`src/rtl/set_cmd_scheduler_pkg.sv`:
```
// Shared types for the SET command scheduler: FSM states, the command bundle
// handed to the SET engine, set-mode encodings and the round-robin index helper.
// No ports; imported by the scheduler interface, arbiter and top.
package set_sched_pkg;

  typedef enum logic [1:0] {
    IDLE  = 2'd0,
    ISSUE = 2'd1,
    WAIT  = 2'd2,
    RESP  = 2'd3
  } state_t;

  typedef struct packed {
    logic [23:0] central;  // {x1,y1,x2,y2,x3,y3}
    logic [11:0] radius;   // {r1,r2,r3}
    logic [1:0]  mode;
  } set_cmd_t;

  localparam logic [1:0] MODE_A   = 2'b00;
  localparam logic [1:0] MODE_AND = 2'b01;
  localparam logic [1:0] MODE_OR  = 2'b10;
  localparam logic [1:0] MODE_XOR = 2'b11;

  // Slot reached by stepping 'off' places from 'base' around a ring of n.
  function automatic int rr_idx(input int base, input int off, input int n);
    return (base + off) % n;
  endfunction

endpackage

```
`src/rtl/set_cmd_scheduler_if.sv`:
```
// Bundle of every non-clock signal of the SET command scheduler.
// Requester side: req_valid/req_ready/req_central/req_radius/req_mode (NREQ lanes).
// Engine side: set_en/set_central/set_radius/set_mode out, set_valid/set_candidate in.
// Response side: rsp_valid/rsp_ready/rsp_id/rsp_candidate/rsp_err.
// slave = scheduler view, master = environment (requesters + engine + response sink).
interface set_cmd_scheduler_if #(
  parameter int NREQ = 4,
  parameter int IDW  = 2
);
  logic [NREQ-1:0]    req_valid;
  logic [NREQ-1:0]    req_ready;
  logic [NREQ*24-1:0] req_central;
  logic [NREQ*12-1:0] req_radius;
  logic [NREQ*2-1:0]  req_mode;

  logic               set_en;
  logic [23:0]        set_central;
  logic [11:0]        set_radius;
  logic [1:0]         set_mode;
  logic               set_valid;
  logic [7:0]         set_candidate;

  logic               rsp_valid;
  logic               rsp_ready;
  logic [IDW-1:0]     rsp_id;
  logic [7:0]         rsp_candidate;
  logic               rsp_err;

  modport slave (
    input  req_valid, req_central, req_radius, req_mode,
    input  set_valid, set_candidate, rsp_ready,
    output req_ready, set_en, set_central, set_radius, set_mode,
    output rsp_valid, rsp_id, rsp_candidate, rsp_err
  );

  modport master (
    output req_valid, req_central, req_radius, req_mode,
    output set_valid, set_candidate, rsp_ready,
    input  req_ready, set_en, set_central, set_radius, set_mode,
    input  rsp_valid, rsp_id, rsp_candidate, rsp_err
  );
endinterface

```
`src/rtl/set_cmd_scheduler_rr_arbiter.sv`:
```
// Round-robin picker: first set bit of i_req at or after i_ptr, wrapping modulo NREQ.
// Ports: i_req (request vector), i_ptr (highest-priority slot) -> o_gnt (one-hot),
//        o_idx (binary index of o_gnt), o_any (some request present). Purely combinational.
module set_rr_arbiter
  import set_sched_pkg::*;
#(
  parameter int NREQ = 4,
  parameter int IDW  = 2
) (
  input  logic [NREQ-1:0] i_req,
  input  logic [IDW-1:0]  i_ptr,
  output logic [NREQ-1:0] o_gnt,
  output logic [IDW-1:0]  o_idx,
  output logic            o_any
);

  logic [IDW-1:0] w_slot [NREQ];

  always_comb begin
    for (int k = 0; k < NREQ; k++) begin
      w_slot[k] = IDW'(rr_idx(int'(i_ptr), k, NREQ));
    end
  end

  // Walk from the farthest slot back toward i_ptr so the nearest request wins.
  always_comb begin
    o_gnt = '0;
    o_idx = '0;
    o_any = 1'b0;
    for (int k = NREQ - 1; k >= 0; k--) begin
      if (i_req[w_slot[k]]) begin
        o_gnt            = '0;
        o_gnt[w_slot[k]] = 1'b1;
        o_idx            = w_slot[k];
        o_any            = 1'b1;
      end
    end
  end

endmodule

```
`src/rtl/set_cmd_scheduler.sv`:
```
// Shares one SET circle-count engine among NREQ requesters: round-robin grant, 1-cycle
// set_en launch, wait for engine set_valid, return the candidate tagged with the requester id.
// Ports: clk, rst (async, active-high), bus (set_cmd_scheduler_if.slave: requesters, engine, response).
// Option macro SET_SCHED_TIMEOUT_EN: abandon WAIT after TIMEOUT cycles with rsp_err=1.
module set_cmd_scheduler
  import set_sched_pkg::*;
#(
  parameter int NREQ = 4,
  parameter int IDW  = 2
`ifdef SET_SCHED_TIMEOUT_EN
  , parameter int TIMEOUT = 255
`endif
) (
  input logic                clk,
  input logic                rst,
  set_cmd_scheduler_if.slave bus
);

  state_t         r_state;
  logic [IDW-1:0] r_ptr;
  logic [IDW-1:0] r_id;
  set_cmd_t       r_cmd;
  logic           r_set_en;
  logic           r_rsp_vld;
  logic [IDW-1:0] r_rsp_id;
  logic [7:0]     r_rsp_cand;

  logic [NREQ-1:0] w_gnt;
  logic [IDW-1:0]  w_idx;
  logic [IDW-1:0]  w_ptr_nxt;
  logic            w_any;
  set_cmd_t        w_sel_cmd;

`ifdef SET_SCHED_TIMEOUT_EN
  localparam logic [7:0] TMO_LAST = 8'(TIMEOUT - 1);
  logic [7:0] r_tmo_cnt;
  logic       r_rsp_err;
`endif

  set_rr_arbiter #(.NREQ(NREQ), .IDW(IDW)) u_arb (
    .i_req (bus.req_valid),
    .i_ptr (r_ptr),
    .o_gnt (w_gnt),
    .o_idx (w_idx),
    .o_any (w_any)
  );

  // Only IDLE accepts, so a grant is always a handshake (gnt implies that req_valid is set).
  assign bus.req_ready = (r_state == IDLE) ? w_gnt : '0;
  assign w_ptr_nxt     = IDW'(rr_idx(int'(w_idx), 1, NREQ));

  always_comb begin
    w_sel_cmd = '0;
    for (int i = 0; i < NREQ; i++) begin
      if (w_gnt[i]) begin
        w_sel_cmd.central = bus.req_central[24*i +: 24];
        w_sel_cmd.radius  = bus.req_radius[12*i +: 12];
        w_sel_cmd.mode    = bus.req_mode[2*i +: 2];
      end
    end
  end

  always_ff @(posedge clk or posedge rst) begin
    if (rst) begin
      r_state    <= IDLE;
      r_ptr      <= '0;
      r_id       <= '0;
      r_cmd      <= '0;
      r_set_en   <= 1'b0;
      r_rsp_vld  <= 1'b0;
      r_rsp_id   <= '0;
      r_rsp_cand <= '0;
`ifdef SET_SCHED_TIMEOUT_EN
      r_tmo_cnt  <= '0;
      r_rsp_err  <= 1'b0;
`endif
    end else begin
      r_set_en <= 1'b0;
      case (r_state)
        IDLE: begin
          if (w_any) begin
            r_cmd    <= w_sel_cmd;
            r_id     <= w_idx;
            r_ptr    <= w_ptr_nxt;
            r_set_en <= 1'b1;
            r_state  <= ISSUE;
          end
        end
        ISSUE: begin
          r_state <= WAIT;
`ifdef SET_SCHED_TIMEOUT_EN
          r_tmo_cnt <= '0;
`endif
        end
        WAIT: begin
          if (bus.set_valid) begin
            r_rsp_cand <= bus.set_candidate;
            r_rsp_id   <= r_id;
            r_rsp_vld  <= 1'b1;
            r_state    <= RESP;
`ifdef SET_SCHED_TIMEOUT_EN
            r_rsp_err  <= 1'b0;
          end else if (r_tmo_cnt == TMO_LAST) begin
            // Engine gave up on: report an empty candidate flagged as error.
            r_rsp_cand <= '0;
            r_rsp_id   <= r_id;
            r_rsp_err  <= 1'b1;
            r_rsp_vld  <= 1'b1;
            r_state    <= RESP;
          end else begin
            r_tmo_cnt  <= r_tmo_cnt + 8'd1;
`endif
          end
        end
        RESP: begin
          if (bus.rsp_ready) begin
            r_rsp_vld <= 1'b0;
            r_state   <= IDLE;
          end
        end
        default: r_state <= IDLE;
      endcase
    end
  end

  assign bus.set_en        = r_set_en;
  assign bus.set_central   = r_cmd.central;
  assign bus.set_radius    = r_cmd.radius;
  assign bus.set_mode      = r_cmd.mode;
  assign bus.rsp_valid     = r_rsp_vld;
  assign bus.rsp_id        = r_rsp_id;
  assign bus.rsp_candidate = r_rsp_cand;
`ifdef SET_SCHED_TIMEOUT_EN
  assign bus.rsp_err       = r_rsp_err;
`else
  assign bus.rsp_err       = 1'b0;
`endif

endmodule

```
`src/flat_wrapper.sv`:
```
// flat-port wrapper written by rule: the top's interface ports become plain ports
module set_cmd_scheduler_flat import set_sched_pkg::*;
#(
  parameter int NREQ = 4,
  parameter int IDW  = 2

)
  (clk, rst, bus_req_valid, bus_req_central, bus_req_radius, bus_req_mode, bus_set_valid, bus_set_candidate, bus_rsp_ready, bus_req_ready, bus_set_en, bus_set_central, bus_set_radius, bus_set_mode, bus_rsp_valid, bus_rsp_id, bus_rsp_candidate, bus_rsp_err);
  set_cmd_scheduler_if #(.NREQ(NREQ), .IDW(IDW)) bus_i ();
  input logic clk;
  input logic rst;
  input wire logic [$bits(bus_i.req_valid)-1:0] bus_req_valid;
  input wire logic [$bits(bus_i.req_central)-1:0] bus_req_central;
  input wire logic [$bits(bus_i.req_radius)-1:0] bus_req_radius;
  input wire logic [$bits(bus_i.req_mode)-1:0] bus_req_mode;
  input wire logic [$bits(bus_i.set_valid)-1:0] bus_set_valid;
  input wire logic [$bits(bus_i.set_candidate)-1:0] bus_set_candidate;
  input wire logic [$bits(bus_i.rsp_ready)-1:0] bus_rsp_ready;
  output wire logic [$bits(bus_i.req_ready)-1:0] bus_req_ready;
  output wire logic [$bits(bus_i.set_en)-1:0] bus_set_en;
  output wire logic [$bits(bus_i.set_central)-1:0] bus_set_central;
  output wire logic [$bits(bus_i.set_radius)-1:0] bus_set_radius;
  output wire logic [$bits(bus_i.set_mode)-1:0] bus_set_mode;
  output wire logic [$bits(bus_i.rsp_valid)-1:0] bus_rsp_valid;
  output wire logic [$bits(bus_i.rsp_id)-1:0] bus_rsp_id;
  output wire logic [$bits(bus_i.rsp_candidate)-1:0] bus_rsp_candidate;
  output wire logic [$bits(bus_i.rsp_err)-1:0] bus_rsp_err;
  assign bus_i.req_valid = bus_req_valid;
  assign bus_i.req_central = bus_req_central;
  assign bus_i.req_radius = bus_req_radius;
  assign bus_i.req_mode = bus_req_mode;
  assign bus_i.set_valid = bus_set_valid;
  assign bus_i.set_candidate = bus_set_candidate;
  assign bus_i.rsp_ready = bus_rsp_ready;
  assign bus_req_ready = bus_i.req_ready;
  assign bus_set_en = bus_i.set_en;
  assign bus_set_central = bus_i.set_central;
  assign bus_set_radius = bus_i.set_radius;
  assign bus_set_mode = bus_i.set_mode;
  assign bus_rsp_valid = bus_i.rsp_valid;
  assign bus_rsp_id = bus_i.rsp_id;
  assign bus_rsp_candidate = bus_i.rsp_candidate;
  assign bus_rsp_err = bus_i.rsp_err;
  set_cmd_scheduler #(.NREQ(NREQ), .IDW(IDW)) u_core (.clk(clk), .rst(rst), .bus(bus_i));
endmodule
```
`config.mk`:
```
export PLATFORM = sky130hd
export DESIGN_NAME = set_cmd_scheduler_flat
export DESIGN_NICKNAME = d
export VERILOG_FILES = /design/src/rtl/set_cmd_scheduler_pkg.sv /design/src/rtl/set_cmd_scheduler_if.sv /design/src/rtl/set_cmd_scheduler_rr_arbiter.sv /design/src/rtl/set_cmd_scheduler.sv /design/src/flat_wrapper.sv
export SDC_FILE = /design/constraint.sdc
export NUM_CORES = 1
export LEC_CHECK = 0
export CAP_MARGIN = 20
export CELL_PAD_IN_SITES_DETAIL_PLACEMENT = 1
export CELL_PAD_IN_SITES_GLOBAL_PLACEMENT = 1
export CORE_MARGIN = 5
export CORE_UTILIZATION = 28
export CTS_BUF_LIST = sky130_fd_sc_hd__clkbuf_4 sky130_fd_sc_hd__clkbuf_8
export CTS_CLUSTER_DIAMETER = 60
export DETAILED_ROUTE_END_ITERATION = 8
export HOLD_SLACK_MARGIN = 0.15
export PLACE_DENSITY_LB_ADDON = 0.1
export SETUP_SLACK_MARGIN = 0.15
export SLEW_MARGIN = 20
export SYNTH_ARGS = -nofsm -noshare
export SYNTH_HDL_FRONTEND = slang
export SYNTH_HIERARCHICAL = 1
export SYNTH_SLANG_ARGS = --single-unit
export TNS_END_PERCENT = 10
```
`constraint.sdc`:
```
create_clock -name clk -period 3.55 [get_ports clk]
set_input_delay 0.5325 -clock clk [delete_from_list [all_inputs] [get_ports clk]]
set_output_delay 0.5325 -clock clk [all_outputs]
set_load 0.01 [all_outputs]
```
==> summary.md <==
| Metric | Value |
|---|---|
| Hold Crit Class | input port to asynchronous set/reset pin |
| Pin count of the biggest net entering global routing | 41 |
| CP max FO | 8 |
| Critical Path RT | 3.02 ns |
| Outcome | finished, final reports clean |
| Crit path launch | bus_req_valid[2] |
| Mapped Avg Cell Area | 10.5 um2 |
| Asr flop ratio synth | 1.00 |
| Initial Util | 0.282 |
| DR vias | 3939 |
| Reg2Reg Setup Slack | 0.23 ns |
| IO Port Bufs | 221 |
| Placed Cells | 735 |
| Most frequent cells in the layout | clkdlybuf4s50_1 (218), dfrtp_1 (56), nor2_1 (45) |
| Nets | 749 |
| Maxcap violations | 0 |
| Max_slew headroom | 0.343 |
| Slowest stage delay, CP | 0.59 ns |
| Diode count | 0 |
| # DRC | 0 |
| Vias in the first global route | 4414 |
| Die Height | 125 um |
| Die width | 125 um |
| Most used cell, CP | clkdlybuf4s50_1 |
| CTS H-tree depth | 2 |
| Number of synthesized flops with an enable pin | 0 |
| Setup TNS | 0 ns |
| Yosys warns | 6 |
| Crit path DAT | 2.84 ns |
| Pins Over Slew Limit | 0 |
| Unrepaired setup endpoints after global routing | yes |
| Routability congestion estimate from global placement | 0.839 |
| Detail Placement HPWL | 12400 um |
| Non-filler cells in the finished layout | 747 |
| Most common cell after layout, fill and taps aside | clkdlybuf4s50_1 |
| Final wirelength | 16500 um |
| Yosys reg bits | 56 |
| Antenna violations before repair | 0 |
| Fin. Hold Viols | 0 |
| Die area | 15500 um2 |
| Share of cells above drive strength 1 | 0.159 |
| Skew final | 0.00802 ns |
| Post-DR vias/cell | 5.27 |
| Sequential power share | 0.198 |
| Psw | 2.63 mW |
| Mapped Cells | 350 |
| Row count | 42 |
| P&R area growth vs syn | 70.8% |
| Seq/Total Area, Yosys | 0.380 |
| Power consumption | 5.85 mW |
| Reg-to-Reg Start | u_core/r_ptr[0] |
| Antenna viol nets, final | 0 |
| Clock buffer count from CTS | 5 |
| First-pass detailed-route iteration total | 5 |
| Minimum clock period | 3.37 ns |
| Worst-margin pin slew | 0.981 ns |
| Fin area | 6290 um2 |
| Kind of end point of the critical path | output pin |
| Clock share of power | 0.070 |
| Max stage delay cell, worst path | mux4_2 |
| Synth Net Count | 529 |
| Leakage power | 2.34 nW |
| Post-placement cell area | 6140 um2 |
| DR iter-0 viols | 241 |
| Grt ovf | 0 |
| Dominant synthesized flop cell | dfrtp_1 |
| Worst R2R Path Depth | 10 |
| Fin util | 0.481 |
| Wire length per cell | 22.1 um |
| Core area | 13100 um2 |
| Critical path startpoint category | input port |
| CTS tree | done |
| IO Pins | 223 |
| Longest Clk Path Bufs | 2 |
| Yosys cell types | 47 |
| CP Class | input port to output pin |
| Period utilization | 0.950 |
| Cell area after synthesis | 3680 um2 |
| Switching part of the total | 0.450 |
| Max Clk Rate | 297 MHz |
| Clock slew seen by the registers of the worst setup and hold paths | 0.11 ns |
| First-pass GRT wire length | 25500 um |
| CTS Sinks | 56 |
| Fill cells | 1445 |
| PD cells | 929 nW/um2 |
| Tot GR Track Use | 0.205 |
| Critical path, cell by cell | clkdlybuf4s50_1, mux4_2, nor2b_4, a22oi_1, a31oi_2, and2_1, clkdlybuf4s50_1 |
| Pint | 3.21 mW |
| CTS Root Cell | clkbuf_8 |
| VDD IR max | 350 uV |
| Logic pwr share | 0.732 |
| Clock Latency Late Sink | 0.33 ns |
| Final setup viols | 0 |
| Reg2reg end | u_core/bus.set_central[16] |
power by group through the flow:
stage	sequential, mW	clock (mW)	combinational [mW]
finish	1.16	0.409	4.28
global route	1.20	0.456	4.61
CTS	1.16	0.440	4.28
detailed placement	1.17	0	4.20
global placement	1.16	0	4.11
floorplan	1.31	0	2.38
worst max path at each step:
stage	to	slack, ns	cells after the start
floorplan	bus_req_ready[3]	0.39	10
detailed placement	u_core/bus.set_radius[2]	-0.18	9
finish	bus_req_ready[0]	0.18	7
CTS	bus_req_ready[0]	0.16	7
global placement	u_core/bus.set_central[4]	-0.13	9
global route	bus_req_ready[0]	0.05	7
critical path, delay by kind of cell:
kind | cells | cell delay (ns)
AO/OA/AOI/OAI | 2 | 0.34
buffers and inverters | 2 | 1.04
AND/OR/NAND/NOR | 2 | 0.33
multiplexers | 1 | 0.59
Yosys cell counts, types with 2 or more instances:
| library cell | count | share of area |
|---|---|---|
| a211oi_1 | 7 | 0.014 |
| a211oi_2 | 29 | 0.099 |
| a21oi_1 | 8 | 0.011 |
| a222oi_1 | 36 | 0.098 |
| a22oi_1 | 4 | 0.0082 |
| a31oi_1 | 5 | 0.0085 |
| and2_1 | 4 | 0.0068 |
| buf_2 | 12 | 0.016 |
| buf_4 | 4 | 0.0082 |
| buf_6 | 7 | 0.021 |
| clkbuf_1 | 9 | 0.0092 |
| dfrtp_1 | 56 | 0.38 |
| ha_1 | 11 | 0.037 |
| inv_1 | 10 | 0.010 |
| mux2_2 | 12 | 0.037 |
| mux4_2 | 2 | 0.012 |
| nand2_1 | 12 | 0.012 |
| nand3b_1 | 2 | 0.0041 |
| nand4_1 | 4 | 0.0068 |
| nor2_1 | 45 | 0.046 |
| nor2b_1 | 3 | 0.0051 |
| nor3b_1 | 37 | 0.075 |
| o21ai_0 | 7 | 0.0095 |
metrics by stage:
stage	setup slack (ns)	hold slack, ns
after floorplan	0.392	0.442
after global placement	-0.128	0.467
after detailed placement	-0.184	0.477
after CTS	0.156	0.461
after global routing	0.0474	0.491
final	0.179	0.466
cells by family (layout without fill, tap and decap cells):
kind of cell | count (synthesis) | after routing | synth area share
other | 1 | 1 | 0.00102
AOI/OAI and AO/OA | 103 | 103 | 0.265
DFF | 56 | 56 | 0.380
xor gates and xnor gates | 1 | 1 | 0.00238
muxes | 17 | 17 | 0.0628
adders and majority gates | 11 | 11 | 0.0374
buffers and inverters | 42 | 262 | 0.0652
and+or+nand+nor | 119 | 120 | 0.185
state kept, by name, indices dropped and copies added (netlist names):
name and cells:
u_core/bus.set_radius 12, u_core/bus.set_central 24, u_core/r_id 2, u_core/bus.set_en 1, u_core/bus.set_mode 2, u_core/r_ptr 2, u_core/bus.rsp_id 2, u_core/bus.rsp_candidate 8
u_core/r_state 2, u_core/bus.rsp_valid 1
what timing repair did:
action | 4_1_cts | 5_1_grt
buffers inserted | 3 | 0
resized for setup | 8 | 0
pin swaps | 2 | 0
setup endpoints to repair | 40 | 39
hold buffers | 0 | 0
cloned | 0 | 1
routing by layer:
metal | global-route usage | share of wire | up-vias | routed length, um
li1 | - | - | 1802 | -
met1 | 0.241 | 0.39 | 1955 | 6490
met2 | 0.357 | 0.50 | 159 | 8250
met3 | 0.0622 | 0.083 | 23 | 1380
met4 | 0.0632 | 0.024 | 0 | 392
met5 | 0 | 0 | - | 0
final cells by class:
| class | count | area (um2) | area share |
|---|---|---|---|
| Sequential cell | 56 | 1400 | 0.223 |
| Inverter | 10 | 37.5 | 0.00597 |
| Tap cell | 176 | 220 | 0.0350 |
| Timing Repair Buffer | 244 | 2420 | 0.385 |
| Clock buffer | 6 | 82.6 | 0.0131 |
| Multi-Input combinational cell | 253 | 2110 | 0.336 |
| Clock inverter | 2 | 17.5 | 0.00278 |
Note: power is estimated with default switching activity, not from simulation.
